`config.mk`:
```
export PLATFORM = sky130hd
export DESIGN_NAME = approx_avg_host
export DESIGN_NICKNAME = d
export VERILOG_FILES = /design/src/rtl/approx_avg_host.sv
export SDC_FILE = /design/constraint.sdc
export NUM_CORES = 1
export LEC_CHECK = 0
export ABC_AREA = 1
export BUFFER_PORTS_ARGS = -buffer_cell sky130_fd_sc_hd__clkbuf_2
export CAP_MARGIN = 30
export CORE_MARGIN = 8
export CORE_UTILIZATION = 50
export CTS_CLUSTER_SIZE = 24
export DETAILED_ROUTE_END_ITERATION = 16
export PLACE_DENSITY = 0.75
export SETUP_SLACK_MARGIN = 0.4
export SLEW_MARGIN = 20
export SYNTH_ARGS = -nofsm -noshare
export SYNTH_HDL_FRONTEND = slang
export SYNTH_SLANG_ARGS = --single-unit
```
`constraint.sdc`:
```
create_clock -name clk -period 2.15 [get_ports clk]
set_input_delay 0.1075 -clock clk [delete_from_list [all_inputs] [get_ports clk]]
set_output_delay 0.1075 -clock clk [all_outputs]
set_load 0.02 [all_outputs]
```
`src/rtl/approx_avg_host.sv`:
```
// approx_avg_host
//   Host-side sequencer for the approximate-averaging sliding-window filter.
//   On start it resets the filter, streams LEN samples from the source memory
//   into the filter (one per clock, never stalling), and writes the filter
//   result of every complete WIN-sample window to the result memory.
//
// Ports
//   clk, reset        : clock (posedge) and synchronous active-high reset
//   start             : one-cycle job request, sampled only in IDLE
//   busy, done        : job in progress / one-cycle completion pulse
//   src_rd, src_addr  : source read strobe and address
//   src_data          : source data, valid one cycle after src_rd
//   flt_rst           : filter reset (also high while reset is high)
//   x_out             : sample to the filter X input
//   y_in              : filter Y output (filter updates it on negedge)
//   res_wr, res_addr,
//   res_data          : result write strobe, address and data
module approx_avg_host #(
    parameter int DATA_W = 8,
    parameter int RES_W  = 10,
    parameter int WIN    = 9,
    parameter int LEN    = 128,
    parameter int ADDR_W = 7
) (
    input  logic              clk,
    input  logic              reset,
    input  logic              start,
    output logic              busy,
    output logic              done,
    output logic              src_rd,
    output logic [ADDR_W-1:0] src_addr,
    input  logic [DATA_W-1:0] src_data,
    output logic              flt_rst,
    output logic [DATA_W-1:0] x_out,
    input  logic [RES_W-1:0]  y_in,
    output logic              res_wr,
    output logic [ADDR_W-1:0] res_addr,
    output logic [RES_W-1:0]  res_data
);

    localparam logic [2:0] S_IDLE  = 3'd0;
    localparam logic [2:0] S_CLR   = 3'd1;
    localparam logic [2:0] S_RUN   = 3'd2;
    localparam logic [2:0] S_DRAIN = 3'd3;
    localparam logic [2:0] S_DONE  = 3'd4;

    // One extra counter bit so LEN = 2^ADDR_W is still representable.
    localparam int              CW     = ADDR_W + 1;
    localparam logic [CW-1:0]   LAST   = CW'(LEN - 1);
    localparam logic [ADDR_W-1:0] WIN_M1 = ADDR_W'(WIN - 1);

    logic [2:0]        r_state;
    logic [CW-1:0]     r_cnt;
    logic [1:0]        r_drain;

    // Per-sample tags travelling alongside the data: stage 1 = src_data valid,
    // stage 2 = sample on x_out, stage 3 = y_in holds the window ending here.
    logic              r_v1, r_v2, r_v3;
    logic [ADDR_W-1:0] r_i1, r_i2, r_i3;

    logic [DATA_W-1:0] r_x;
    logic              r_res_wr;
    logic [ADDR_W-1:0] r_res_addr;
    logic [RES_W-1:0]  r_res_data;

    logic              w_rd;
    logic              w_wr_next;

    assign w_rd      = (r_state == S_RUN);
    // Windows ending before sample WIN-1 are partly zero-filled; skip them.
    assign w_wr_next = r_v3 && (r_i3 >= WIN_M1);

    assign busy     = (r_state == S_CLR) || (r_state == S_RUN) || (r_state == S_DRAIN);
    assign done     = (r_state == S_DONE);
    assign src_rd   = w_rd;
    assign src_addr = r_cnt[ADDR_W-1:0];
    assign flt_rst  = reset || (r_state == S_CLR);
    assign x_out    = r_x;
    assign res_wr   = r_res_wr;
    assign res_addr = r_res_addr;
    assign res_data = r_res_data;

    always_ff @(posedge clk) begin
        if (reset) begin
            r_state    <= S_IDLE;
            r_cnt      <= '0;
            r_drain    <= '0;
            r_v1       <= 1'b0;
            r_v2       <= 1'b0;
            r_v3       <= 1'b0;
            r_i1       <= '0;
            r_i2       <= '0;
            r_i3       <= '0;
            r_x        <= '0;
            r_res_wr   <= 1'b0;
            r_res_addr <= '0;
            r_res_data <= '0;
        end else begin
            case (r_state)
                S_IDLE: begin
                    if (start) r_state <= S_CLR;
                end
                S_CLR: begin
                    r_cnt   <= '0;
                    r_state <= S_RUN;
                end
                S_RUN: begin
                    if (r_cnt == LAST) begin
                        r_drain <= '0;
                        r_state <= S_DRAIN;
                    end else begin
                        r_cnt <= r_cnt + CW'(1);
                    end
                end
                S_DRAIN: begin
                    if (r_drain == 2'd3) r_state <= S_DONE;
                    else                 r_drain <= r_drain + 2'd1;
                end
                S_DONE: begin
                    r_state <= S_IDLE;
                end
                default: begin
                    r_state <= S_IDLE;
                end
            endcase

            r_v1 <= w_rd;
            r_i1 <= r_cnt[ADDR_W-1:0];
            r_v2 <= r_v1;
            r_i2 <= r_i1;
            r_v3 <= r_v2;
            r_i3 <= r_i2;

            // x_out is zero whenever no sample is in flight.
            r_x <= r_v1 ? src_data : '0;

            r_res_wr <= w_wr_next;
            if (w_wr_next) begin
                r_res_addr <= r_i3 - WIN_M1;
                r_res_data <= y_in;
            end
        end
    end

endmodule

```
Yosys cells after proc, flatten, opt, wreduce, memory -nomap -nowiden
Cells that the tools add are included.
{ "totals": {"inputBits": 21, "out_inout_bits": 37, "reg_bits": 63} }
{ "op_classes": {"eq_ne": 11, "order_cmp": 1, "n_reduce_logical": 11, "muxes": 9, "n_bitwise": 1, "n_addsub": 3} }
{ "op_table": {"columns": ["op", "count"], "rows": [
  ["8-bit case mux with 2 select lines", 1],
  ["3-bit case mux with 4 select lines", 1],
  ["3-bit 2-to-1 mux", 3],
  ["8-bit by 1-bit adder with 8-bit output, second input constant", 1],
  ["8-bit by 7-bit equality test with 1-bit output, second input constant", 1],
  ["8-bit 2-to-1 mux", 1],
  ["7-bit by 4-bit >= comparator with 1-bit output, second input constant", 1],
  ["7-bit by 4-bit subtractor with 7-bit output, second input constant", 1],
  ["3-bit by 2-bit equality test with 1-bit output, second input constant", 2],
  ["2-bit != test, second input constant", 3],
  ["3-bit AND reduction", 2],
  ["2-bit 2-to-1 mux", 2],
  ["2-bit by 1-bit != test with 1-bit output, second input constant", 2],
  ["2-bit case mux with 2 select lines", 1],
  ["2-bit nonzero test", 2],
  ["3-bit by 1-bit equality test with 1-bit output, second input constant", 1],
  ["3-bit equality test, second input constant", 1],
  ["3-bit logical NOT", 1],
  ["1-bit logical OR", 3],
  ["2-bit by 1-bit adder with 2-bit output, second input constant", 1],
  ["2-bit equality test, second input constant", 1],
  ["2-bit AND reduction", 1],
  ["2-bit OR reduction", 1],
  ["1-bit logical AND", 1],
  ["1-bit inverter", 1]
]} }

Logic depth before layout (Yosys ltp)
Gate-level depths: netlist of the first run.
{ "depth": {"depth_word": 3, "ltp_mapped": 10, "mapped_depth_nobuf": 9} }

Worst setup path after synthesis of the first run
Ideal clock, no wire load.
{ "synth_timing": {"path_type": "reg-to-reg", "start": "reg r_i3[3]", "end": "reg r_res_addr[0] (netlist: res_addr[0])", "t_required_ps": 2035, "setup_ps": 115, "path_slack_ps": 802, "period_less_slack_ps": 1348, "arrival_time_ps": 1233, "stages_incl_launch_ff": 8, "path_cell_list": "dfxtp_1 > inv_1 > ha_1 > nor3b_1 > nand2_2 > buf_6 > a21oi_1 > nor2_1"} }
{ "synth_via": {"elab_chain_len": 2} }
{ "synth_rtl": {"columns": ["element", "line", "source"], "rows": [
  ["start: declaration", "59", "logic [ADDR_W-1:0] r_i1, r_i2, r_i3;"],
  ["start signal: assignment", "132", "r_i3 <= r_i2;"],
  ["7-bit by 4-bit >= comparator with 1-bit output", "71", "assign w_wr_next = r_v3 && (r_i3 >= WIN_M1);"],
  ["1-bit logical AND", "71", null],
  ["end signal: assignment", "139", "r_res_addr <= r_i3 - WIN_M1;"],
  ["end: declaration", "63", "logic [ADDR_W-1:0] r_res_addr;"]
]} }
No other way between the ends.
A chain may end at the register's enable or synchronous reset.

Worst setup path after layout of the first run
{ "layout_timing": {"start": "reg r_state[2]", "end": "out busy"} }
{ "layout_via": {"elab_chain_len": 3, "elab_cells_between_ends": 5, "cone_classes": "eq/ne (3); reduce/logical (2)"} }
{ "layout_rtl": {"columns": ["element", "line", "source"], "rows": [
  ["start: declaration", "52", "logic [2:0] r_state;"],
  ["start signal: assignment", "85", "r_state <= S_IDLE;"],
  ["start signal: assignment", "101", "if (start) r_state <= S_CLR;"],
  ["start signal: assignment", "105", "r_state <= S_RUN;"],
  ["3-bit by 1-bit equality test with 1-bit output or 3-bit by 2-bit equality test with 1-bit output (tied branches)", "73", "assign busy = (r_state == S_CLR) || (r_state == S_RUN) || (r_state == S_DRAIN);"],
  ["1-bit logical OR", "73", null],
  ["1-bit logical OR *", "73", null],
  ["end: declaration", "28", "output logic busy,"]
]} }
Mark *: on every way between the ends. The rest lies on a longest branch, timed or not.

==> results.md, run 1 <==
- Status: complete, no violations
- Number of buffers created by CTS: 9
- Core Area: 0.005010 mm2
- Post-CTS repair timing setup buffer count: 0
- Die area: 0.007638 mm2
- Final Hold Fails: 0
- Required time of the critical path: 2.04 ns
- Number of buffers on the longest clock path: 2
- Number of violations of the max-capacitance limit: 0
- Iteration-0 DRC count of the detailed router: 67
- Final setup fails: 0
- Overall routed net length: 5050 um
- Leakage power: 0.001464 uW
- Share of layout cells above drive strength 1: 0.2148
- Synth Area per Inst: 7.409 um2
- ANT cells: 0
- First-pass DRT Iterations: 4
- Reg power frac: 0.482
- Most used cells in the layout excluding fill and tap cells: 63 x sky130_fd_sc_hd__dfxtp_1, 62 x sky130_fd_sc_hd__nor2_1, 58 x sky130_fd_sc_hd__inv_1, 57 x sky130_fd_sc_hd__nand2_1, 57 x sky130_fd_sc_hd__clkbuf_2
- Pins Over Slew Limit: 0
- Non-filler instance count after layout: 475
- Post-route fraction of the period consumed by the critical path: 0.7447
- Count of antenna-violating nets left after detailed routing: 0
- Starting density of the core: 0.5087
- Combined global-route utilization of all metal layers: 0.1336
- Buffering stage count on the worst path with inverters included: 2
- Residual DRC: 0
- Worst Hold Depth: 5
- Sort of element at the end of the critical path: output pin
- Fillcell total: 476
- Total number of vias: 2127
- Global-route layer with the greatest usage: met2
- Setup_tns: 0 ns
- Final layout net count: 425
- Area of the mapped netlist: 0.002549 mm2
- Hold/Removal Path Class: input pin to flip-flop
- Max FO, Critical Path: 7
- Placed wire-length estimate after detailed placement: 3345 um
- Worst slew margin relative to its limit: 0.5190
- Min Tclk post-route: 1.601 ns
- Area added between synthesis and finish: 19.54%
- Std cell rows: 26
- Kind of cell with the highest combined delay on the critical path: simple AND/OR/NAND/NOR gates
- CTS sink cnt: 63
- Met3 track demand over resource in global routing: 0.05943
- Worst reg2reg path endpoint: res_addr[3]
- Vert. Die Dim: 87.40 um
- Endpoint arrival time on the critical path: 1.49 ns
- Met1 usage: 0.1415
- Delay of the slowest critical-path stage: 0.40 ns
- Internal power consumption: 1860 uW
- Slowest cell on the critical path: sky130_fd_sc_hd__dfxtp_1
- Post-Route Skew: 0.003481 ns
- Clock share of power: 0.315
- # placed instances: 452
- Part of the total power dissipated in combinational logic: 0.203
- Register bit count reported by yosys: 63
- Slack of the worst reg-to-reg path: 0.65 ns
- Count of synthesis-stage warnings from yosys: 0
- GRT Residual Overflow: 0
- Clock transition at the registers of the reported paths: 0.06 ns
- Worst hold margin: 0.08633 ns
- TritonCTS clock tree: done
- Routability Congestion: 0.8253
- Critical path start-end classification: flip-flop to output pin
- Series of cell instances along the critical path: inv_1, nand2_2, nand2_1, or2_2, clkbuf_2
- Root Buffer Master: sky130_fd_sc_hd__clkbuf_8
- Number of top-level pins: 58
- Endpoint of the worst hold-timing path: res_data[2]
- Initial antenna violation count: 0
- Hold path start: y_in[2]
- Net switching share of the total power: 0.2998
- Pin slew with the least headroom to its limit: 0.7207 ns
- First-pass GRT wire length: 7983 um
- IO Port Bufs: 57
- CP startpoint kind: flip-flop
- Commonest non-fill, non-tap cell in the layout: sky130_fd_sc_hd__dfxtp_1
- Met2 Usage GRT: 0.2245
- Synth unique cells: 27
- Worst-Skew Late Latency: 0.32 ns
- Instance count of the mapped netlist: 344
- Max frequency: 0.6246 GHz
- H-tree lvl count: 3
- RSZ-0062 raised after global routing: false
- Total design power: 2657 uW
- Die span in x: 87.40 um
- Routed wire length per instance: 10.63 um
- Critical register-to-register path startpoint: r_i3[3]
- Number of cells on the worst reg-to-reg path: 7
- Power density over cell area: 872.0 mW/mm2
- Net count of the mapped netlist: 368
- Pin count of the biggest net entering global routing: 36
- Net switching power: 796.5 uW
- Routed via count divided by cell count: 4.478
- IR Drop Worst-Case VDD: 0.7053 mV
- Post-synthesis sequential area ratio: 0.4948
- Via count of the first global-routing pass: 1848
[layout make-up]
class / instances / area, um2 / share of cell area
inverters: 59 / 226.5 / 0.07433
multi-input cells: 201 / 933.4 / 0.3064
well taps: 70 / 87.58 / 0.02875
clock inverters: 1 / 5.005 / 0.001643
repair buffers: 67 / 380.4 / 0.1248
flip-flops and latches: 63 / 1261 / 0.4140
clock buffers: 14 / 152.6 / 0.05010
[how the worst max path moves through the flow]
stage	start	to	slack, ns	cells past startpoint
floorplan	r_i3[3]	res_addr[0]	0.80	7
global placement	r_i3[3]	res_data[1]	0.57	6
detailed placement	r_i3[3]	res_addr[3]	0.44	7
CTS	r_i3[3]	res_addr[3]	0.42	7
global route	r_state[2]	busy	0.42	5
finish	r_state[2]	busy	0.55	5
[registers in the layout (all words and copies together), names as in the netlist]
| register | flops |
|---|---|
| r_v2 | 1 |
| r_i3 | 7 |
| r_v1 | 1 |
| r_drain | 2 |
| r_i2 | 7 |
| res_data | 10 |
| res_wr | 1 |
| r_i1 | 7 |
| res_addr | 7 |
| r_cnt | 8 |
| r_v3 | 1 |
| r_state | 3 |
| x_out | 8 |
[worst register-to-register path, delay by kind of cell (launching register included)]
kind / cells / cell delay, ns
simple gates: 5 / 0.81
fa+ha+maj: 1 / 0.19
flops: 1 / 0.32
buf+inv: 1 / 0.12
[per-layer routing]
layer	part of all wire	vias to the layer above
met4	0.0093	0
met2	0.48	56
met5	0	-
met3	0.072	5
li1	-	1150
met1	0.43	916
[synthesized netlist by cell type (all sizes together)]
| cell type | instances | area (um2) |
|---|---|---|
| nor2 | 68 | 275.3 |
| nand2 | 65 | 266.5 |
| dfxtp | 63 | 1261 |
| inv | 58 | 217.7 |
| nand3 | 30 | 150.1 |
| a21oi | 24 | 120.1 |
| buf | 14 | 113.9 |
| clkbuf | 7 | 26.28 |
| ha | 3 | 37.54 |
| o21ai | 3 | 15.01 |
| clkinv | 1 | 8.760 |
| nand3b | 1 | 7.510 |
| nand4 | 1 | 6.260 |
| nor3 | 1 | 5.000 |
| nor3b | 1 | 7.510 |
| nor4 | 1 | 6.260 |
| or2 | 1 | 6.260 |
| xnor2 | 1 | 8.760 |
| xor2 | 1 | 8.760 |
[power groups by stage]
| stage | Clock (uW) | Sequential, uW | Combinational [uW] |
|---|---|---|---|
| after floorplan | 0 | 1300 | 424 |
| after global placement | 0 | 1300 | 515 |
| after detailed placement | 0 | 1310 | 525 |
| after CTS | 876 | 1280 | 539 |
| after global routing | 926 | 1290 | 608 |
| final | 837 | 1280 | 538 |
[repair_timing]
item	4_1_cts	5_1_grt
hold buffers	8	0
hold endpoints to repair	8	0
resized for setup	0	3
setup endpoints to repair	0	19
[metrics by stage]
step                      cell area [um2]  setup slack [ns]  utilization
after detailed placement             2796            0.4351       0.5582
after floorplan                      2549            0.8019            -
after global placement               2796            0.5745       0.5582
after CTS                            3034            0.4178       0.6056
final                                3047            0.5489       0.6081
after global routing                 3047            0.4246       0.6081
[logic make-up (layout without fill, tap and decap cells)]
group                    after synthesis  after routing  synth area share
buffers and inverters                 80            141            0.1438
AO/OA/AOI/OAI                         27             27           0.05302
flip-flops                            63             63            0.4948
XOR/XNOR                               2              2          0.006874
AND/OR/NAND/NOR                      169            169            0.2867
adder cells (fa/ha/maj)                3              3           0.01473
(Power assumes the default switching activity.)
==> inputs of run 2 (changes only) <==
--- a/config.mk
+++ b/config.mk
@@ -5,14 +5,14 @@
 export SDC_FILE = /design/constraint.sdc
 export NUM_CORES = 1
 export LEC_CHECK = 0
-export ABC_AREA = 1
+export ABC_AREA = 0
 export BUFFER_PORTS_ARGS = -buffer_cell sky130_fd_sc_hd__clkbuf_2
 export CAP_MARGIN = 30
 export CORE_MARGIN = 8
 export CORE_UTILIZATION = 50
 export CTS_CLUSTER_SIZE = 24
 export DETAILED_ROUTE_END_ITERATION = 16
-export PLACE_DENSITY = 0.75
+export PLACE_DENSITY = 0.76
 export SETUP_SLACK_MARGIN = 0.4
 export SLEW_MARGIN = 20
 export SYNTH_ARGS = -nofsm -noshare
==> constraint.sdc (replaced) <==
create_clock -name clk -period 1.5 [get_ports clk]
set_input_delay 0.075 -clock clk [delete_from_list [all_inputs] [get_ports clk]]
set_output_delay 0.075 -clock clk [all_outputs]
set_load 0.02 [all_outputs]
==> run 2 against run 1 <==
Net effect: the flow now finishes with violations (negative setup slack); utilization increased by 16 points; register-to-register slack got worse by 0.89 ns; sequential power increased by 34%; clock skew increased by 0.0058 ns; largest cell class unchanged; design area increased by 12%; count of clock-buffer cells in the layout decreased by 1; synthesized cell count decreased by 33%; cell count decreased by 19%; first-iteration DRC count increased by 42%; via count decreased by 8.4%; wire length increased by 17%; critical endpoint is now res_data[9]; worst setup slack got worse by 0.79 ns.
==> results.md, run 2 <==
- Routed via count divided by cell count: 5.060 (+13%)
- Internal power consumption: 2782 uW (+50%)
- Worst-Skew Late Latency: 0.33 ns (about the same)
- Adder-cell share of the synthesized area: 0.01624 (+0.001515)
- Synth Flop Type: sky130_fd_sc_hd__dfxtp_1
- Slack of the worst reg-to-reg path: -0.24 ns (-0.89 ns)
- Failing checks: negative setup slack
- Max frequency: 0.5744 GHz
- Hold/Removal Path Class: input pin to flip-flop
- Sort of element at the end of the critical path: flip-flop
- Starting density of the core: 0.5235 (+0.01478)
- Post-route fraction of the period consumed by the critical path: 1.161
- Core Area: 0.004414 mm2 (-12%)
- Worst slew margin relative to its limit: 0.6999 (+0.1810)
- Number of buffers on the longest clock path: 2 (unchanged)
- Commonest non-fill, non-tap cell in the layout: sky130_fd_sc_hd__clkbuf_2
- Fillcell total: 274 (-42%)
- Fin worst setup slack: -0.2411 ns (-0.7900 ns)
- Power density over cell area: 1050 mW/mm2 (+20%)
- Via count of the first global-routing pass: 1919 (+3.8%)
- Overall routed net length: 5920 um (+17%)
- Synth Area per Inst: 10.09 um2 (+36%)
- Post-synthesis cell type with the largest combined area: sky130_fd_sc_hd__dfxtp_1
- Final setup fails: 20 (+20)
- Area of the mapped netlist: 0.002311 mm2 (-9.3%)
- Min Tclk post-route: 1.741 ns
- Iteration-0 DRC count of the detailed router: 95 (+42%)
- Post-synthesis sequential area ratio: 0.5457 (+0.05090)
- Final Hold Fails: 0 (unchanged)
- Post-Route Skew: 0.009262 ns (+0.005781 ns)
- IO Port Bufs: 57 (unchanged)
- Part of the total power dissipated in combinational logic: 0.099 (-0.104)
- Leakage power: 0.001599 uW (+9.2%)
- Endpoint arrival time on the critical path: 1.95 ns (+0.46 ns)
- Root Buffer Master: sky130_fd_sc_hd__clkbuf_8
- Total design power: 3583 uW (+35%)
- Die area: 0.007053 mm2 (-7.7%)
- Most used cells in the layout excluding fill and tap cells: 52 x sky130_fd_sc_hd__clkbuf_2, 50 x sky130_fd_sc_hd__dfxtp_1, 23 x sky130_fd_sc_hd__nor2_1, 22 x sky130_fd_sc_hd__nor2b_1, 18 x sky130_fd_sc_hd__buf_4
- Cells taking the most area after synthesis: sky130_fd_sc_hd__dfxtp_1 55%, sky130_fd_sc_hd__mux2i_1 6.9%, sky130_fd_sc_hd__nor2b_1 6.0%
- TritonCTS clock tree: done
- Net switching share of the total power: 0.2235 (-0.07632)
- Number of flip-flops in the largest register: 10 (unchanged)
- Net switching power: 800.7 uW (+0.52%)
- Footprint of the multi-input gates: 0.001020 mm2 (+9.2%)
- Final layout net count: 352 (-17%)
- CP startpoint kind: flip-flop
- Simple-gate share of the synthesized area: 0.2231 (-0.06363)
- Post-synthesis compound-gate area fraction: 0.06714 (+0.01412)
- First-pass DRT Iterations: 4 (unchanged)
- Proportion of netlist area held by the largest area contributor: 0.5457 (+0.05090)
- GRT Residual Overflow: 0 (unchanged)
- Number of enable flip-flop cells after synthesis: 0 (unchanged)
- Delay of the slowest critical-path stage: 0.37 ns (-0.03 ns)
- CTS sink cnt: 63 (unchanged)
- IR Drop Worst-Case VDD: 0.7661 mV (+8.6%)
- Clock transition at the registers of the reported paths: 0.07 ns (about the same)
- Routed wire length per instance: 15.38 um (+45%)
- Share of layout cells above drive strength 1: 0.4264 (+0.2116)
- Count of antenna-violating nets left after detailed routing: 0 (unchanged)
- Synth unique cells: 41 (+52%)
- RSZ-0062 raised after global routing: true
- Placed wire-length estimate after detailed placement: 3304 um (-1.2%)
- Pins Over Slew Limit: 0 (unchanged)
- Instance count of the mapped netlist: 229 (-33%)
- Mux share of post-synthesis cell area: 0.06930 (+0.06930)
- Pin slew with the least headroom to its limit: 0.4492 ns (-0.2716 ns)
- Register bit count reported by yosys: 63 (unchanged)
- Routability Congestion: 0.8881 (+7.6%)
- Die span in x: 83.99 um (-3.9%)
- Number of violations of the max-capacitance limit: 0 (unchanged)
- Number of top-level pins: 58 (unchanged)
- Net count of the mapped netlist: 253 (-31%)
- Worst hold margin: 0.02975 ns (-0.05658 ns)
- Count of synthesis-stage warnings from yosys: 0 (unchanged)
- Number of buffers created by CTS: 9 (unchanged)
- H-tree lvl count: 3 (unchanged)
- Pin count of the biggest net entering global routing: 27 (-25%)
- Main combinational cell family by area after synthesis: simple AND/OR/NAND/NOR gates
- Total number of vias: 1948 (-8.4%)
- Slowest cell on the critical path: sky130_fd_sc_hd__or3b_4
- Clock share of power: 0.424 (+0.109)
- Std cell rows: 24 (-7.7%)
- Leading cell types by count after synthesis: 63 x sky130_fd_sc_hd__dfxtp_1, 25 x sky130_fd_sc_hd__nor2_1, 22 x sky130_fd_sc_hd__nor2b_1
- Max FO, Critical Path: 7 (unchanged)
- Combined global-route utilization of all metal layers: 0.1550 (+0.02139)
- Reg power frac: 0.478 (-0.004)
- Initial antenna violation count: 0 (unchanged)
- Count leader, synth: sky130_fd_sc_hd__dfxtp_1
- Async SR Flop Fraction: 0 (unchanged)
- Residual DRC: 0 (unchanged)
- Status: complete, but fails checks
- Area added between synthesis and finish: 47.64%
- Xor-xnor portion of the synthesized cell area: 0.007580 (+0.0007070)
- Vert. Die Dim: 83.99 um (-3.9%)
- Series of cell instances along the critical path: inv_2, ha_4, or3b_4, a22oi_2, buf_6, mux2i_1, nor2_1
- ANT cells: 0 (unchanged)
- Critical path start-end classification: flip-flop to flip-flop
- First-pass GRT wire length: 9018 um (+13%)
- Required time of the critical path: 1.71 ns (-0.33 ns)
- Area used by sequential logic in the layout: 0.001280 mm2 (+1.5%)
run 2: layout make-up:
type / count / share of cell area
clock inverter: 3 / 0.01173
multi-input combinational: 138 / 0.2989
tap: 52 / 0.01907
sequential: 63 / 0.3751
timing repair buffer: 107 / 0.2336
inverter: 9 / 0.01210
clock buffer: 13 / 0.04950
run 2: metal layers:
layer / wire [um] / GRT usage / part of all wire / vias to the layer above
li1: - / - / - / 959
met2: 3184 / 0.2877 / 0.54 / 62
met4: 59 / 0.03611 / 0.010 / 0
met5: 0 / 0 / 0 / -
met3: 311 / 0.06152 / 0.053 / 8
met1: 2364 / 0.1567 / 0.40 / 919
run 2: cell families after synthesis:
logic type      count (synthesis)
simple gates                   94
flops                          63
buf+inv                        29
compound gates                 22
mux                            16
fa+ha+maj                       3
xor+xnor                        2
run 2: timing repair:
item	CTS	global route
setup endpoints to repair	36	36
buffers inserted	9	6
pin swaps	9	11
hold buffers	17	0
resized for setup	37	19
gates cloned	1	0
endpoints found under the hold margin	17	0
run 2: through the flow:
step / setup WS, ns / setup TNS (ns) / utilization / instance area [um2] / cells
finish: -0.2411 / -3.497 / 0.7730 / 3412 / 385
global route: -0.3173 / -4.954 / 0.7730 / 3412 / 385
CTS: -0.2081 / -2.996 / 0.7460 / 3293 / 379
detailed placement: -0.1846 / -2.623 / 0.6142 / 2711 / 336
global placement: -0.1198 / -1.686 / 0.6142 / 2711 / 336
floorplan: -0.2098 / -2.286 / - / 2359 / 229
run 2: final timing paths:
kind                              start           to  cells past startpoint
worst min-delay path            y_in[9]  res_data[9]                      3
worst min register to register  r_i1[0]      r_i2[0]                      1
worst max-delay path            r_i3[3]  res_data[9]                      7
worst max register to register  r_i3[3]  res_data[9]                      7
run 2: critical path, delay by kind of cell (launching register included):
family	cells	cell delay, ns
AO/OA/AOI/OAI	1	0.28
adder cells (fa/ha/maj)	1	0.12
buffers and inverters	2	0.26
flip-flops	1	0.33
multiplexers	1	0.20
AND/OR/NAND/NOR	2	0.43
run 2: power by group through the flow:
stage | registers [uW] | clock network, uW | logic [uW]
global placement | 1740 | 0 | 217
detailed placement | 1740 | 0 | 219
CTS | 1710 | 1530 | 317
global route | 1710 | 1610 | 377
floorplan | 1750 | 0 | 137
finish | 1710 | 1520 | 353
==> inputs of run 3 (changes only) <==
--- a/config.mk
+++ b/config.mk
@@ -13,6 +13,7 @@
 export CTS_CLUSTER_SIZE = 24
 export DETAILED_ROUTE_END_ITERATION = 16
 export PLACE_DENSITY = 0.76
+export REMOVE_ABC_BUFFERS = 1
 export SETUP_SLACK_MARGIN = 0.4
 export SLEW_MARGIN = 20
 export SYNTH_ARGS = -nofsm -noshare
==> run 3 against run 2 <==
Net effect: sequential power barely moved; worst hold slack improved by 0.026 ns; largest cell class unchanged; largest power group unchanged; the flow still finishes with violations (negative setup slack); critical path type unchanged; clock power fell by 7%.
==> results.md, run 3 (synthesis gave the netlist of run 2 again) <==
- Routed wire length per instance: 15.65 um (+1.8%)
- Fin area: 0.003475 mm2 (+1.8%)
- Met1 usage: 0.1604 (+0.003677)
- Fillcell total: 263 (-4.0%)
- Iteration-0 DRC count of the detailed router: 90 (-5.3%)
- Number of top-level pins: 58 (unchanged)
- Leakage power: 0.001633 uW (+2.1%)
- IO Port Bufs: 57 (unchanged)
- Routability Congestion: 0.8079 (-9.0%)
- Failing checks: negative setup slack
- RSZ-0062 raised after global routing: true
- Die span in x: 83.99 um (unchanged)
- Critical path start-end classification: flip-flop to flip-flop
- Pin slew with the least headroom to its limit: 0.4918 ns (+0.04265 ns)
- Met3 track demand over resource in global routing: 0.06543 (+0.003906)
- Area added between synthesis and finish: 50.35%
- Pin count of the biggest net entering global routing: 50 (+85%)
- Final layout net count: 355 (+0.85%)
- GRT Residual Overflow: 0 (unchanged)
- Max frequency: 0.5477 GHz (-4.6%)
- Hold/Removal Path Class: input pin to flip-flop
- Residual DRC: 0 (unchanged)
- Total number of vias: 1970 (+1.1%)
- Pins Over Slew Limit: 0 (unchanged)
- Sort of element at the end of the critical path: flip-flop
- Clock transition at the registers of the reported paths: 0.07 ns (about the same)
- Max FO, Critical Path: 5 (-2)
- TritonCTS clock tree: done
- Number of buffers created by CTS: 9 (unchanged)
- Std cell rows: 24 (unchanged)
- Area used by sequential logic in the layout: 0.001281 mm2 (about the same)
- Number of violations of the max-capacitance limit: 0 (unchanged)
- Final Hold Fails: 0 (unchanged)
- Required time of the critical path: 1.69 ns (-0.02 ns)
- First-pass DRT Iterations: 4 (unchanged)
- Footprint of the multi-input gates: 996.0 um2 (-2.3%)
- Count of antenna-violating nets left after detailed routing: 0 (unchanged)
- Combined global-route utilization of all metal layers: 0.1626 (+0.007550)
- Worst slew margin relative to its limit: 0.6721 (-0.02781)
- Endpoint arrival time on the critical path: 2.02 ns (+0.07 ns)
- Placed cell area: 0.002704 mm2 (-0.28%)
- Starting density of the core: 0.5235 (unchanged)
- Min Tclk post-route: 1.826 ns (+0.08460 ns)
- Commonest non-fill, non-tap cell in the layout: sky130_fd_sc_hd__clkbuf_2
- IR Drop Worst-Case VDD: 0.6027 mV (-21%)
- Post-Route Skew: 0.007851 ns (-0.001411 ns)
- Die area: 0.007053 mm2 (unchanged)
- First-pass GRT wire length: 9335 um (+3.5%)
- Root Buffer Master: sky130_fd_sc_hd__clkbuf_8
- Met2 Usage GRT: 0.2933 (+0.005614)
- Number of buffers on the longest clock path: 2 (unchanged)
- Most used cells in the layout excluding fill and tap cells: 53 x sky130_fd_sc_hd__clkbuf_2, 51 x sky130_fd_sc_hd__dfxtp_1, 23 x sky130_fd_sc_hd__nor2_1, 22 x sky130_fd_sc_hd__nor2b_1, 19 x sky130_fd_sc_hd__buf_4
- Core Area: 0.004414 mm2 (unchanged)
- Worst-Skew Late Latency: 0.33 ns (about the same)
- Vert. Die Dim: 83.99 um (unchanged)
- Status: complete, but fails checks
- Fin worst setup slack: -0.3257 ns (-0.08460 ns)
- Overall routed net length: 6072 um (+2.6%)
- Via count of the first global-routing pass: 2012 (+4.8%)
- Total design power: 3481 uW (-2.8%)
- Share of layout cells above drive strength 1: 0.4286 (+0.002145)
- ANT cells: 0 (unchanged)
- Global-route layer with the greatest usage: met2
- Final setup fails: 26 (+30%)
- Routed via count divided by cell count: 5.077 (+0.35%)
- Initial antenna violation count: 0 (unchanged)
- H-tree lvl count: 3 (unchanged)
- Placed wire-length estimate after detailed placement: 3106 um (-6.0%)
- Number of flip-flops in the largest register: 10 (unchanged)
- CTS sink cnt: 63 (unchanged)
- Power density over cell area: 1002 mW/mm2 (-4.6%)
- Post-route fraction of the period consumed by the critical path: 1.217 (+0.05640)
- CP startpoint kind: flip-flop
run 3: layout make-up:
class / instances / area share
multi-input combinational: 137 / 0.2866
timing repair buffer: 111 / 0.2593
clock buffer: 12 / 0.04177
clock inverter: 4 / 0.01296
sequential: 63 / 0.3687
inverter: 9 / 0.01188
tap: 52 / 0.01873
run 3: critical path: stages (launching register included):
cell and delay, ns:
sky130_fd_sc_hd__dfxtp_2 0.33, sky130_fd_sc_hd__inv_2 0.07, sky130_fd_sc_hd__ha_4 0.12, sky130_fd_sc_hd__or3b_4 0.38, sky130_fd_sc_hd__a22oi_2 0.23, sky130_fd_sc_hd__buf_6 0.16
sky130_fd_sc_hd__buf_12 0.12, sky130_fd_sc_hd__mux2i_2 0.22, sky130_fd_sc_hd__nor2_1 0.06
run 3: final timing paths:
path	startpoint	end	slack, ns	cells after the start
max	r_i3[3]	res_addr[5]	-0.33	8
min	start	r_state[0]	0.06	3
max reg2reg	r_i3[3]	res_addr[5]	-0.33	8
min reg2reg	r_i2[4]	r_i3[4]	0.43	1
run 3: layer usage:
metal,share of wire,wire length (um),up-vias
met4,0.015,89,0
met1,0.40,2414,924
met2,0.53,3226,73
met5,0,0,-
li1,-,-,962
met3,0.056,341,11
run 3: stage by stage:
step                        util  setup TNS (ns)  hold slack (ns)  std cells  setup WS (ns)
after global routing      0.7871          -6.798          0.07528        388        -0.3696
after detailed placement  0.6125          -3.921           0.2786        338        -0.2631
final                     0.7871          -5.107          0.05537        388        -0.3257
after CTS                 0.7560          -3.983          0.04142        381        -0.2545
after global placement    0.6125          -3.127           0.2736        338        -0.2052
after floorplan                -          -19.72           0.1417        209         -1.111
run 3: power breakdown:
| group | total [uW] | internal, uW | leakage [uW] | switching, uW |
|---|---|---|---|---|
| clock | 1410 | 805 | 0.000100 | 601 |
| combinational | 362 | 195 | 0.00102 | 166 |
| sequential | 1710 | 1700 | 0.000515 | 16.7 |
run 3: repair_timing:
item                       4_1_cts  5_1_grt
setup buffers                    6        7
hold buffers                    18        0
setup endpoints to repair       36       38
cloned                           3        0
resized for setup               43       25
hold endpoints to repair        18        0
pin swaps                       12        4
